### config.mk
export PLATFORM = sky130hd
export DESIGN_NAME = sdram_arbiter
export DESIGN_NICKNAME = d
export VERILOG_FILES = /design/src/rtl/sdram_arbiter.sv
export SDC_FILE = /design/constraint.sdc
export NUM_CORES = 1
export LEC_CHECK = 0
export ABC_CLOCK_PERIOD_IN_PS = 3900
export BUFFER_PORTS_ARGS = -buffer_cell sky130_fd_sc_hd__buf_2
export CAP_MARGIN = 20
export CORE_MARGIN = 2
export CORE_UTILIZATION = 52
export CTS_CLUSTER_DIAMETER = 80
export DETAILED_ROUTE_END_ITERATION = 12
export GPL_ROUTABILITY_DRIVEN = 0
export PLACE_DENSITY_LB_ADDON = 0.2
export SLEW_MARGIN = 20
export SYNTH_ARGS = -nofsm -noshare
export SYNTH_HDL_FRONTEND = slang
export SYNTH_SLANG_ARGS = --single-unit
### constraint.sdc
create_clock -name i_clock_100_mhz -period 3.9 [get_ports i_clock_100_mhz]
set_input_delay 0.585 -clock i_clock_100_mhz [delete_from_list [all_inputs] [get_ports i_clock_100_mhz]]
set_output_delay 0.585 -clock i_clock_100_mhz [all_outputs]
set_load 0.02 [all_outputs]
### src/rtl/sdram_arbiter.sv
// Single-port SDRAM scheduler: refresh debt, video row prefetch and CPU access share one engine.
// Optional CPU starvation guard enabled by defining ARB_CPU_GUARD_EN.
module sdram_arbiter #(
  parameter int          REFRESH_PERIOD   = 780,
  parameter int          REFRESH_MAX_DEBT = 8,
  parameter logic [25:0] VIDEO_BASE       = 26'd0,
  parameter int          VIDEO_ROW_WIDTH  = 160
`ifdef ARB_CPU_GUARD_EN
  ,
  parameter int          CPU_MAX_WAIT     = 64
`endif
) (
  input  logic        i_clock_100_mhz,
  input  logic        i_reset_n,
  input  logic        i_init_done,
  input  logic        i_line_req,
  input  logic [9:0]  i_line_y,
  input  logic        i_cpu_req,
  input  logic        i_cpu_we,
  input  logic [25:0] i_cpu_addr,
  output logic        o_cpu_ack,
  output logic        o_cmd_valid,
  output logic [1:0]  o_cmd_kind,
  output logic [25:0] o_cmd_addr,
  output logic [9:0]  o_cmd_len,
  input  logic        i_cmd_ready,
  input  logic        i_cmd_done,
  output logic        o_line_busy,
  output logic        o_overrun,
  output logic [3:0]  o_refresh_debt
);

  typedef enum logic [1:0] {WAIT_INIT, IDLE, ISSUE, BUSY} state_t;

  localparam int          TW       = $clog2(REFRESH_PERIOD);
  localparam logic [3:0]  DEBT_MAX = 4'(REFRESH_MAX_DEBT);
  localparam logic [25:0] ROW_W26  = 26'(VIDEO_ROW_WIDTH);
  localparam logic [9:0]  ROW_LEN  = 10'(VIDEO_ROW_WIDTH);

  state_t          state, state_nxt;
  logic [TW-1:0]   timer;
  logic [3:0]      debt;
  logic            line_pending;
  logic [9:0]      line_y;
  logic            grant_ref, grant_vid, grant_cpu;
  logic            cpu_eligible, cpu_starved, debt_urgent;
  logic            tick, accept, ref_acc, vid_acc;
  logic [25:0]     video_addr;

  assign tick         = (state != WAIT_INIT) && (timer == TW'(REFRESH_PERIOD - 1));
  assign accept       = (state == ISSUE) && i_cmd_ready;
  assign ref_acc      = accept && (o_cmd_kind == 2'd0);
  assign vid_acc      = accept && (o_cmd_kind == 2'd1);
  // The ack cycle still sees i_cpu_req high; masking it prevents a second grant.
  assign cpu_eligible = i_cpu_req && !o_cpu_ack;
  assign debt_urgent  = (debt == DEBT_MAX);
  assign video_addr   = VIDEO_BASE + ({16'd0, line_y} * ROW_W26);

  assign o_cmd_valid    = (state == ISSUE);
  assign o_refresh_debt = debt;
  assign o_line_busy    = line_pending || ((state == BUSY) && (o_cmd_kind == 2'd1));

`ifdef ARB_CPU_GUARD_EN
  localparam int WW = $clog2(CPU_MAX_WAIT + 1);
  logic [WW-1:0] wait_cnt;

  assign cpu_starved = cpu_eligible && (wait_cnt >= WW'(CPU_MAX_WAIT));

  always_ff @(posedge i_clock_100_mhz or negedge i_reset_n) begin
    if (!i_reset_n) begin
      wait_cnt <= '0;
    end else if (grant_cpu) begin
      wait_cnt <= '0;
    end else if (i_cpu_req && (wait_cnt != WW'(CPU_MAX_WAIT))) begin
      wait_cnt <= wait_cnt + 1'b1;
    end
  end
`else
  assign cpu_starved = 1'b0;
`endif

  always_comb begin
    state_nxt = state;
    grant_ref = 1'b0;
    grant_vid = 1'b0;
    grant_cpu = 1'b0;
    case (state)
      WAIT_INIT: if (i_init_done) state_nxt = IDLE;
      IDLE: begin
        if (debt_urgent)         grant_ref = 1'b1;
        else if (cpu_starved)    grant_cpu = 1'b1;
        else if (line_pending)   grant_vid = 1'b1;
        else if (cpu_eligible)   grant_cpu = 1'b1;
        else if (debt != 4'd0)   grant_ref = 1'b1;
        if (grant_ref || grant_vid || grant_cpu) state_nxt = ISSUE;
      end
      ISSUE: if (i_cmd_ready) state_nxt = BUSY;
      BUSY:  if (i_cmd_done)  state_nxt = IDLE;
      default: state_nxt = WAIT_INIT;
    endcase
  end

  always_ff @(posedge i_clock_100_mhz or negedge i_reset_n) begin
    if (!i_reset_n) begin
      state <= WAIT_INIT;
    end else begin
      state <= state_nxt;
    end
  end

  // Descriptor is captured at the grant and held unchanged through ISSUE and BUSY.
  always_ff @(posedge i_clock_100_mhz or negedge i_reset_n) begin
    if (!i_reset_n) begin
      o_cmd_kind <= 2'd0;
      o_cmd_addr <= 26'd0;
      o_cmd_len  <= 10'd0;
    end else if (grant_ref) begin
      o_cmd_kind <= 2'd0;
      o_cmd_addr <= 26'd0;
      o_cmd_len  <= 10'd0;
    end else if (grant_vid) begin
      o_cmd_kind <= 2'd1;
      o_cmd_addr <= video_addr;
      o_cmd_len  <= ROW_LEN;
    end else if (grant_cpu) begin
      o_cmd_kind <= {1'b1, i_cpu_we};
      o_cmd_addr <= i_cpu_addr;
      o_cmd_len  <= 10'd1;
    end
  end

  always_ff @(posedge i_clock_100_mhz or negedge i_reset_n) begin
    if (!i_reset_n) begin
      timer <= '0;
      debt  <= 4'd0;
    end else begin
      if (state == WAIT_INIT || tick) timer <= '0;
      else                            timer <= timer + 1'b1;
      if (tick && !ref_acc && !debt_urgent) debt <= debt + 4'd1;
      else if (ref_acc && !tick)            debt <= debt - 4'd1;
    end
  end

  always_ff @(posedge i_clock_100_mhz or negedge i_reset_n) begin
    if (!i_reset_n) begin
      line_pending <= 1'b0;
      line_y       <= 10'd0;
      o_overrun    <= 1'b0;
      o_cpu_ack    <= 1'b0;
    end else begin
      if (vid_acc) line_pending <= 1'b0;
      // A request landing on the acceptance edge refills the slot instead of overrunning.
      if (i_line_req && (!line_pending || vid_acc)) begin
        line_pending <= 1'b1;
        line_y       <= i_line_y;
      end
      o_overrun <= i_line_req && line_pending && !vid_acc;
      o_cpu_ack <= (state == BUSY) && i_cmd_done && o_cmd_kind[1];
    end
  end

endmodule
==> results of run 1 <==
==> kinds of logic after synthesis <==
| kind of cell | count (synthesis) |
|---|---|
| flops | 58 |
| mux | 17 |
| xor+xnor | 14 |
| compound gates | 65 |
| buf+inv | 30 |
| fa+ha+maj | 26 |
| other cells | 1 |
| simple gates | 79 |
==> routing by layer <==
| layer | share of wire | wire (microns) |
|---|---|---|
| met5 | 0 | 0 |
| met4 | 0.015 | 101 |
| met3 | 0.064 | 419 |
| met2 | 0.46 | 3000 |
| met1 | 0.46 | 3000 |
==> registers in the layout, summed over array words and instances, names as in the netlist <==
| signal | cells |
|---|---|
| o_cmd_addr | 26 |
| o_overrun | 1 |
| o_refresh_debt | 4 |
| o_cmd_len | 2 |
| line_pending | 1 |
| line_y | 10 |
| state | 2 |
| o_cpu_ack | 1 |
| o_cmd_kind | 1 |
| timer | 10 |
==> cell usage after synthesis (3+ instances only) <==
library cell   n
o21ai_0       15
a21oi_1        9
a22oi_1        3
nand2b_1       4
buf_2          3
and3_1         4
ha_1          24
nand2_2        3
xor2_1         6
mux2i_1        4
nand3_1        4
mux2_2        11
nand2_1       22
o21ai_1        3
a211oi_1       3
buf_4         12
nor2_1        20
a21o_1         3
dfrtp_1       58
a22o_1        13
inv_1         12
xnor2_1        8
==> per-stage QoR <==
step	util	setup WS, ns
finish	0.646	0.998
global placement	0.609	1.13
CTS	0.646	0.999
detailed placement	0.609	1.00
floorplan	-	1.21
global route	0.646	0.775
==> path summary, 6_finish.rpt <==
path,slack [ns],end,startpoint
min,0.31,o_cmd_len[0],i_reset_n
max in group asynchronous,2.79,line_y[3],i_reset_n
min in group i_clock_100_mhz,0.48,timer[0],timer[0]
min reg2reg,0.48,timer[0],timer[0]
max reg2reg,1.0,o_refresh_debt[3],state[0]
max,1.0,o_refresh_debt[3],state[0]
==> area by class of cell <==
class	count	area (sq um)	area share
clock buffer	11	141	0.0370
clock inverter	5	77.6	0.0203
inverter	12	45.0	0.0118
multi-input combinational	208	1580	0.413
sequential	58	1450	0.380
tap	75	93.8	0.0245
timing repair buffer	85	433	0.113
==> power breakdown <==
group | switching [mW] | total (mW) | internal (mW)
sequential | 0.173 | 0.972 | 0.800
clock | 0.229 | 0.604 | 0.375
combinational | 0.889 | 1.52 | 0.636
==> placed cells by master, fill, tap and decap left out, types with 3 or more instances in the layout <==
cell type	instances
a211oi_1	3
nand2b_1	4
o21ai_1	3
mux2_2	11
conb_1	7
nor2_1	20
a22o_1	13
clkbuf_8	10
nand3_1	4
nand2_1	22
a22oi_1	3
inv_1	12
a21oi_1	9
a21o_1	3
nand2_2	3
buf_4	3
o21ai_0	15
xor2_1	6
ha_1	24
buf_2	82
and3_1	4
xnor2_1	8
mux2i_1	4
dfrtp_1	58
==> critical path: stages (launching register included) <==
cell and delay (ns):
dfrtp_1 0.41, inv_1 0.09, ha_1 0.22, or4_4 0.57, nor4_4 0.28, nand2_2 0.14
ha_1 0.31, a21o_1 0.18, a21o_1 0.19, nor2_1 0.16, a211oi_1 0.08, a211oi_1 0.18
==> run_results.csv, run 1 <==
group,metric,value,unit
worst_setup_path,arrival,3.14,ns
sta,period_share,0.744,
clock_tree,clockRootBuffer,"clkbuf_8",
routing,post_drt_wl_per_cell,14.4,microns
routing,vias,2404,
sta,worst_slew_pin_slew,0.925,ns
clock_tree,cts_hold_buf,0,
worst_setup_path,worst_setup_path_end_kind,"register",
finish,synthToLayoutAreaGrowth,20.3,%
floorplan,ios,90,
yosys,yosysUniqueCellTypes,54,
global_routing,grt_util_met2,0.337,
floorplan,die_area,6750,sq um
run_status,status,"finished, final reports clean",
power_and_ir_drop,power_density,811,nW/um^2
finish,fin_nets,444,
yosys,netlist_area,3180,sq um
yosys,synthAdderAreaFrac,0.107,
finish,drive_above_1_share,0.330,
finish,fillCellCount,488,
yosys,synth_compound_area_frac,0.145,
placement,dp.cells,438,
finish,finalInstanceArea,3820,sq um
clock_tree,post_cts_buffers,0,
floorplan,start_util,0.537,
routing,drt_iter0_markers,149,
floorplan,die_h,82.2,microns
yosys,seq_area_frac_synth,0.457,
global_routing,top_usage_layer,"met2",
worst_setup_path,criticalPathCategory,"register to register",
routing,routed_wirelength,6.52,mm
worst_setup_path,path_max_fanout,5,
floorplan,rows,28,
placement,portBuffers,82,
global_routing,globalRouteOverflowTotal,0,
clock_tree,cts_tree,"built",
clock_tree,clock_sinks,58,
routing,drc,0,
routing,antenna_left,0,
sta,setup_viol_count_final,0,
clock_tree,h-tree-depth,3,
floorplan,core_area,5920,sq um
global_routing,grt_pass1_vias,2289,
yosys,yosys.area_share.simple,0.140,
yosys,synthMuxAreaShare,0.0587,
yosys,synthArstFlopShare,1.00,
finish,antenna_cells,0,
yosys,synthFlopType,"dfrtp_1",
clock_tree,insertion_delay,0.32,ns
clock_tree,cts_buffers,9,
yosys,synth-edff-count,0,
sta,timing.fmax,0.345,GHz
yosys,synth_top_family_by_area,"compound AO/OA/AOI/OAI gates",
global_routing,grt_max_degree,33,
sta,fin_crit,2.90,ns
global_routing,grt_pass1_wl,10.5,mm
routing,firstDrtPassIters,4,
power_and_ir_drop,p_leak,1.94,nW
global_routing,grt_use_met1,0.266,
power_and_ir_drop,p_total,3.10,mW
placement,placed_cell_area,3600,sq um
worst_setup_path,r2r.worst_path.cells,11,
sta,fin_setup_tns,0,ns
global_routing,antenna_found_initial,0,
sta,finClkSkew,0.00537,ns
yosys,synthCells,290,
yosys,synth_xor_area_frac,0.0386,
yosys,netlist.area_leader.share,0.457,
placement,hpwl,5.00,mm
yosys,yosys.area.top_type,"dfrtp_1",
global_routing,grt_usage,0.207,
power_and_ir_drop,ir_worst_vdd,0.374,mV
sta,slew_headroom,0.380,
sta,grt_setup_unrepaired,"false",
clock_tree,clock_path_buffers,2,
sta,hold_viol_final,0,
floorplan,die_width,82.2,microns
sta,report.final.slew_viol_count,0,
job,cap_violations,0,
worst_setup_path,worstPathRequired,4.13,ns
routing,viasPerCell,5.30,
sta,hold_ws,0.312,ns
yosys,avgSynthCellArea,11.0,sq um
global_routing,grt_use_met3,0.0446,
worst_setup_path,start_kind,"register",
yosys,ys_seq_elements,58,
clock_tree,cts_resized,0,
yosys,yosys-top-cells-area,"dfrtp_1, ha_1, mux2_2",
finish,final_cells,454,
hold_path,hold_class,"input pin to async pin",
clock_tree,cts.clk_slew.worst_paths,0.07,ns
yosys,yosysWarningCount,0,
Power figures use the tool's default switching activity.
==> run 2, diff against run 1 <==
- ABC_AREA: unset -> 1
- ABC_CLOCK_PERIOD_IN_PS: 3900 -> 2970
- CORE_UTILIZATION: 52 -> 53
- clock period: 3.9 -> 2.97 ns (I/O delays scaled with it)
==> run 2 against run 1 <==
Total power is 44% higher. Synthesized cell count grew 43%. Via count grew 20%. Critical endpoint unchanged. Largest cell class unchanged. Fmax rose by 27%. Sequential power rose by 32%. Area after synthesis up 9.4%. Setup slack worse by 0.32 ns.
==> run_results.csv, run 2 <==
group,metric,value,unit
finish,final_cells,581,
yosys,synthCells,416,
sta,setup_viol_count_final,0,
yosys,yosys.cell_count.top_type,"nand2_1",
clock_tree,clock_sinks,58,
hold_path,hold_class,"input pin to async pin",
yosys,netlist.area_leader.share,0.418,
yosys,synthArstFlopShare,1.00,
worst_setup_path,slowest_delay,0.43,ns
clock_tree,h-tree-depth,3,
sta,slew_headroom,0.606,
finish,antenna_cells,0,
sta,report.final.slew_viol_count,0,
worst_setup_path,crit_chain,"inv_1 -> ha_1 -> nand2_1 -> nor2_1 -> nor2_1 -> nand3_2 -> ha_1 -> a21oi_1 -> nand2_1 -> nand3b_1 -> nand3_1 -> nand2_1",
yosys,yosys-top-cells-count,"nand2_1, inv_1, dfrtp_1",
finish,finalInstanceArea,4100,sq um
worst_setup_path,path_max_fanout,5,
worst_setup_path,worstPathRequired,3.20,ns
routing,viasPerCell,4.96,
floorplan,core_area,6350,sq um
yosys,seq_area_frac_synth,0.418,
routing,drt_iter0_markers,93,
yosys,yosysUniqueCellTypes,35,
global_routing,grt_pass1_wl,11.9,mm
sta,hold_viol_final,0,
routing,drc,0,
run_status,status,"finished, final reports clean",
yosys,synth-edff-count,0,
global_routing,grt_max_degree,33,
global_routing,globalRouteOverflowTotal,0,
finish,reg_top3,"o_cmd_addr x26, line_y x10, timer x10",
yosys,yosys.area.top_type,"dfrtp_1",
clock_tree,cts.clk_slew.worst_paths,0.07,ns
placement,placed_cell_area,3880,sq um
power_and_ir_drop,p_leak,2.23,nW
worst_setup_path,start_kind,"register",
job,cap_violations,0,
finish,drive_above_1_share,0.270,
clock_tree,cts_resized,0,
clock_tree,cts_buffers,9,
floorplan,die_h,85.0,microns
sta,fin_setup_tns,0,ns
sta,period_share,0.770,
finish,largest_register,"o_cmd_addr",
power_and_ir_drop,power_density,1090,nW/um^2
worst_setup_path,regToRegStartpoint,"state[0]",
finish,final_common_cell,"nand2_1",
routing,firstDrtPassIters,5,
floorplan,rows,29,
finish,layout_common_cells,"nand2_1, buf_2, inv_1",
power_and_ir_drop,p_total,4.47,mW
clock_tree,clockRootBuffer,"clkbuf_8",
clock_tree,cts_tree,"built",
global_routing,antenna_found_initial,0,
worst_setup_path,criticalPathCategory,"register to register",
global_routing,grt_pass1_vias,2692,
finish,fin_nets,569,
sta,timing.fmax,0.437,GHz
finish,largest_register_ffs,26,
clock_tree,post_cts_buffers,0,
worst_setup_path,worst_setup_path_end_kind,"register",
yosys,yosys-top-cells-area,"dfrtp_1, nand2_1, ha_1",
placement,dp.cells,565,
yosys,synthFlopType,"dfrtp_1",
worst_setup_path,cp_slowest_cell,"dfrtp_1",
global_routing,grt_usage,0.206,
worst_setup_path,arrival,2.52,ns
routing,routed_wirelength,7.23,mm
floorplan,ios,90,
placement,portBuffers,82,
placement,hpwl,5.54,mm
routing,post_drt_wl_per_cell,12.4,microns
power_and_ir_drop,ir_worst_vdd,0.596,mV
worst_setup_path,critical_path.top_delay_family,"simple AND/OR/NAND/NOR gates",
worst_setup_path,crit_start,"state[0]",
clock_tree,cts_hold_buf,0,
sta,finClkSkew,0.0140,ns
routing,vias,2883,
yosys,avgSynthCellArea,8.36,sq um
sta,worst_slew_pin_slew,0.591,ns
yosys,netlist_area,3480,sq um
floorplan,start_util,0.547,
sta,grt_setup_unrepaired,"false",
clock_tree,insertion_delay,0.33,ns
worst_setup_path,cp_common_cell,"nand2_1",
yosys,ys_seq_elements,58,
worst_setup_path,critPathBufInv,1,
sta,fin_crit,2.29,ns
floorplan,die_width,85.0,microns
yosys,yosysWarningCount,0,
finish,synthToLayoutAreaGrowth,17.9,%
floorplan,die_area,7220,sq um
routing,antenna_left,0,
clock_tree,clock_path_buffers,2,
-- run 2: changes by cell type in the layout (fill, tap and decap cells not counted), sizes merged, moves of 4 or more --
cell	delta
xnor2	-8
mux2i	-4
nand2	+68
nand4	+10
inv	+54
nand2b	-4
nand3	+25
and3	-5
nor2	+16
mux2	-6
o21ai	+22
a22o	-13
-- run 2: per-stage QoR --
stage                     hold slack [ns]  utilization  setup WS (ns)
after floorplan                     0.150            -          0.826
after global placement              0.474        0.611          0.875
after detailed placement            0.478        0.611          0.715
after CTS                           0.118        0.645          0.717
after global routing                0.154        0.645          0.488
final                               0.113        0.645          0.682
-- run 2: cell type report --
cell class,count,area [sq um]
Fill cell,547,2250
Tap cell,77,96.3
Timing Repair Buffer,83,418
Clock inverter,5,77.6
Multi-Input combinational cell,281,1660
Inverter,66,250
Sequential cell,58,1450
Clock buffer,11,141
-- run 2: routing by layer --
layer,wire [microns],track usage,part of all wire
met5,0,0,0
met3,415,0.0418,0.057
met2,3280,0.324,0.45
met1,3440,0.281,0.48
met4,92,0.0779,0.013
-- run 2: worst register-to-register path, cell delays in order, from the launching register on --
cell      delay (ns)
dfrtp_1         0.43
inv_1           0.09
ha_1            0.24
nand2_1         0.10
nor2_1          0.08
nor2_1          0.18
nand3_2         0.16
ha_1            0.36
a21oi_1         0.15
nand2_1         0.08
nand3b_1        0.18
nand3_1         0.08
nand2_1         0.05
-- run 2: worst paths after layout --
check | to | slack, ns | cells after the start
worst max-delay path | o_refresh_debt[3] | 0.68 | 12
worst min-delay path | o_cmd_kind[0] | 0.11 | 1
worst max register to register | o_refresh_debt[3] | 0.68 | 12
worst min register to register | o_cmd_addr[10] | 0.52 | 2
max in group asynchronous | line_y[6] | 2.02 | 2
min in group i_clock_100_mhz | o_cmd_addr[22] | 0.32 | 3
-- run 2: cell families after synthesis --
logic type,count (synthesis),share of synthesized area
and+or+nand+nor,178,0.231
buffers and inverters,83,0.111
AOI/OAI and AO/OA,58,0.102
DFF,58,0.418
adders and majority gates,26,0.0979
muxes,7,0.0270
xor gates and xnor gates,5,0.0126
other,1,0.00108
-- run 2: report_power, final --
group | switching (mW) | internal (mW) | leakage (nW)
clock | 0.313 | 0.493 | 0.109
sequential | 0.223 | 1.06 | 0.736
combinational | 1.51 | 0.874 | 1.39
==> run 3, diff against run 2 <==
- ABC_AREA: 1 -> 0
- ABC_CLOCK_PERIOD_IN_PS: 2970 -> 1850
- CORE_UTILIZATION: 53 -> 47
- clock period: 2.97 -> 1.85 ns (I/O delays scaled with it)
==> run 3 against run 2 <==
Cell count shrank 9.1%. Sequential share of layout area decreased by 5.3 points. Flip-flop and latch count unchanged. Clock skew is 0.0082 ns lower. Routed wire length is 13% higher. The flow now finishes with violations (hold timing, setup timing). Worst hold slack lost 0.14 ns. Via count decreased by 5.4%. Clock power rose by 15%. Critical path depth shrank 2. Setup slack worse by 1.3 ns.
==> run_results.csv, run 3 (synthesized netlist as in run 1, its figures left out) <==
group,metric,value,unit
worst_setup_path,criticalPathCategory,"register to register",
routing,viasPerCell,5.16,
floorplan,core_area,6460,sq um
worst_setup_path,worst_setup_path_end_kind,"register",
power_and_ir_drop,ir_worst_vdd,1.17,mV
global_routing,grt_usage,0.209,
worst_setup_path,path_max_fanout,3,
clock_tree,clock_path_buffers,2,
placement,dp_slack,-0.662,ns
routing,vias,2726,
clock_tree,cts.clk_slew.worst_paths,0.06,ns
routing,drc,0,
placement,placed_cell_area,4110,sq um
clock_tree,clockRootBuffer,"clkbuf_8",
finish,synthToLayoutAreaGrowth,51.9,%
global_routing,globalRouteOverflowTotal,0,
floorplan,ios,90,
floorplan,rows,29,
clock_tree,cts_hold_buf,0,
clock_tree,h-tree-depth,3,
worst_setup_path,arrival,2.64,ns
sta,fin_crit,2.44,ns
routing,drt_iter0_markers,106,
global_routing,grt_pass1_wl,12.1,mm
sta,period_share,1.32,
placement,dp.cells,496,
routing,routed_wirelength,8.17,mm
sta,postLayoutSetupSlackWorst,-0.586,ns
job,cap_violations,0,
sta,report.final.slew_viol_count,0,
finish,reg_top3,"o_cmd_addr x26, line_y x10, timer x10",
finish,final_cells,528,
worst_setup_path,start_kind,"register",
sta,timing.fmax,0.410,GHz
sta,hold_ws,-0.0273,ns
placement,portBuffers,82,
floorplan,die_width,86.2,microns
run_status,violations,"hold timing, setup timing",
routing,post_drt_wl_per_cell,15.5,microns
finish,postLayoutCoreUtil,0.747,
floorplan,start_util,0.492,
worst_setup_path,regToRegStartpoint,"state[1]",
run_status,status,"finished, violations left",
clock_tree,insertion_delay,0.33,ns
sta,slew_headroom,0.577,
power_and_ir_drop,p_total,8.87,mW
clock_tree,cts_tree,"built",
sta,grt_setup_unrepaired,"true",
worst_setup_path,crit_chain,"inv_2 -> ha_4 -> or4_4 -> nor4_4 -> nand2_2 -> ha_4 -> a21o_1 -> a21o_1 -> a211oi_1 -> a211oi_2",
worst_setup_path,slowest_delay,0.44,ns
finish,fin_nets,520,
worst_setup_path,reg2reg_setup_slack,-0.59,ns
worst_setup_path,r2r_end,"o_refresh_debt[3]",
finish,drive_above_1_share,0.557,
clock_tree,cts_buffers,9,
routing,antenna_left,0,
routing,firstDrtPassIters,4,
worst_setup_path,crit_start,"state[1]",
finish,final_common_cell,"buf_2",
worst_setup_path,worstPathRequired,2.06,ns
global_routing,grt_max_degree,28,
worst_setup_path,r2r.worst_path.cells,10,
floorplan,die_h,86.2,microns
clock_tree,clock_sinks,58,
finish,largest_register,"o_cmd_addr",
finish,layout_common_cells,"buf_2, buf_4, dfrtp_1",
finish,largest_register_ffs,26,
power_and_ir_drop,p_leak,2.36,nW
global_routing,antenna_found_initial,0,
hold_path,hold_class,"input pin to async pin",
global_routing,grt_pass1_vias,2649,
sta,worst_slew_pin_slew,0.634,ns
finish,finalInstanceArea,4830,sq um
sta,setup_viol_count_final,10,
sta,hold_viol_final,24,
placement,hpwl,5.61,mm
worst_setup_path,cp_slowest_cell,"or4_4",
floorplan,die_area,7440,sq um
power_and_ir_drop,power_density,1840,nW/um^2
finish,antenna_cells,0,
sta,finClkSkew,0.00581,ns
==> run 3: cell types whose count changed in the layout (fill, tap and decap cells not counted), sizes merged, moves of 5 or more <==
| cell | before | now |
|---|---|---|
| xnor2 | 0 | 8 |
| and3 | 0 | 5 |
| nand4 | 12 | 2 |
| inv | 66 | 12 |
| nor2 | 36 | 20 |
| a22o | 0 | 13 |
| nand3 | 29 | 4 |
| mux2 | 7 | 13 |
| buf | 83 | 161 |
| nand2 | 93 | 25 |
| o21ai | 40 | 18 |
==> run 3: what timing repair did <==
item | CTS | global route
resized for setup | 28 | 46
endpoints found under the setup margin | 34 | 34
pin swaps | 14 | 22
buffers inserted | 7 | 19
cloned | 0 | 0
endpoints found under the hold margin | 0 | 0
==> run 3: worst max-delay path by stage <==
| stage | cells past startpoint | endpoint | slack (ns) |
|---|---|---|---|
| final | 10 | o_refresh_debt[3] | -0.59 |
| after global routing | 11 | o_refresh_debt[3] | -0.73 |
| after global placement | 11 | o_refresh_debt[3] | -0.55 |
| after floorplan | 11 | o_refresh_debt[3] | -0.54 |
| after CTS | 11 | o_refresh_debt[3] | -0.62 |
| after detailed placement | 11 | o_refresh_debt[3] | -0.66 |
==> run 3: where the power goes <==
part | switching, mW | total, mW | internal (mW)
registers | 0.326 | 2.02 | 1.69
clock network | 0.438 | 0.928 | 0.490
logic | 2.86 | 5.92 | 3.06
total | 3.62 | 8.87 | 5.24
==> run 3: area by class of cell <==
class	count	area, sq um
flip-flops and latches	58	1450
clock inverters	1	5.00
multi-input cells	208	1980
repair buffers	161	1100
well taps	77	96.3
fillers	448	1630
inverters	12	45.0
clock buffers	11	141
==> run 3: routing by layer <==
layer	wire [microns]	part of all wire	track usage	vias to the layer above
met1	3580	0.44	0.269	1287
met3	468	0.057	0.0486	13
met2	3990	0.49	0.346	89
li1	-	-	-	1337
met4	125	0.015	0.0795	0
met5	0	0	0	-
==> run 3: metrics by stage <==
step | hold slack [ns] | setup TNS [ns]
floorplan | -0.0181 | -1.71
global placement | 0.330 | -3.89
detailed placement | 0.344 | -5.92
CTS | 0.00195 | -2.72
global route | 0.0157 | -3.66
finish | -0.0273 | -2.79
==> run 3: critical path, delay by kind of cell (launching register included) <==
kind            cells  cell delay, ns
buf+inv             1            0.07
flops               1            0.40
simple gates        3            0.76
fa+ha+maj           2            0.41
compound gates      4            0.69
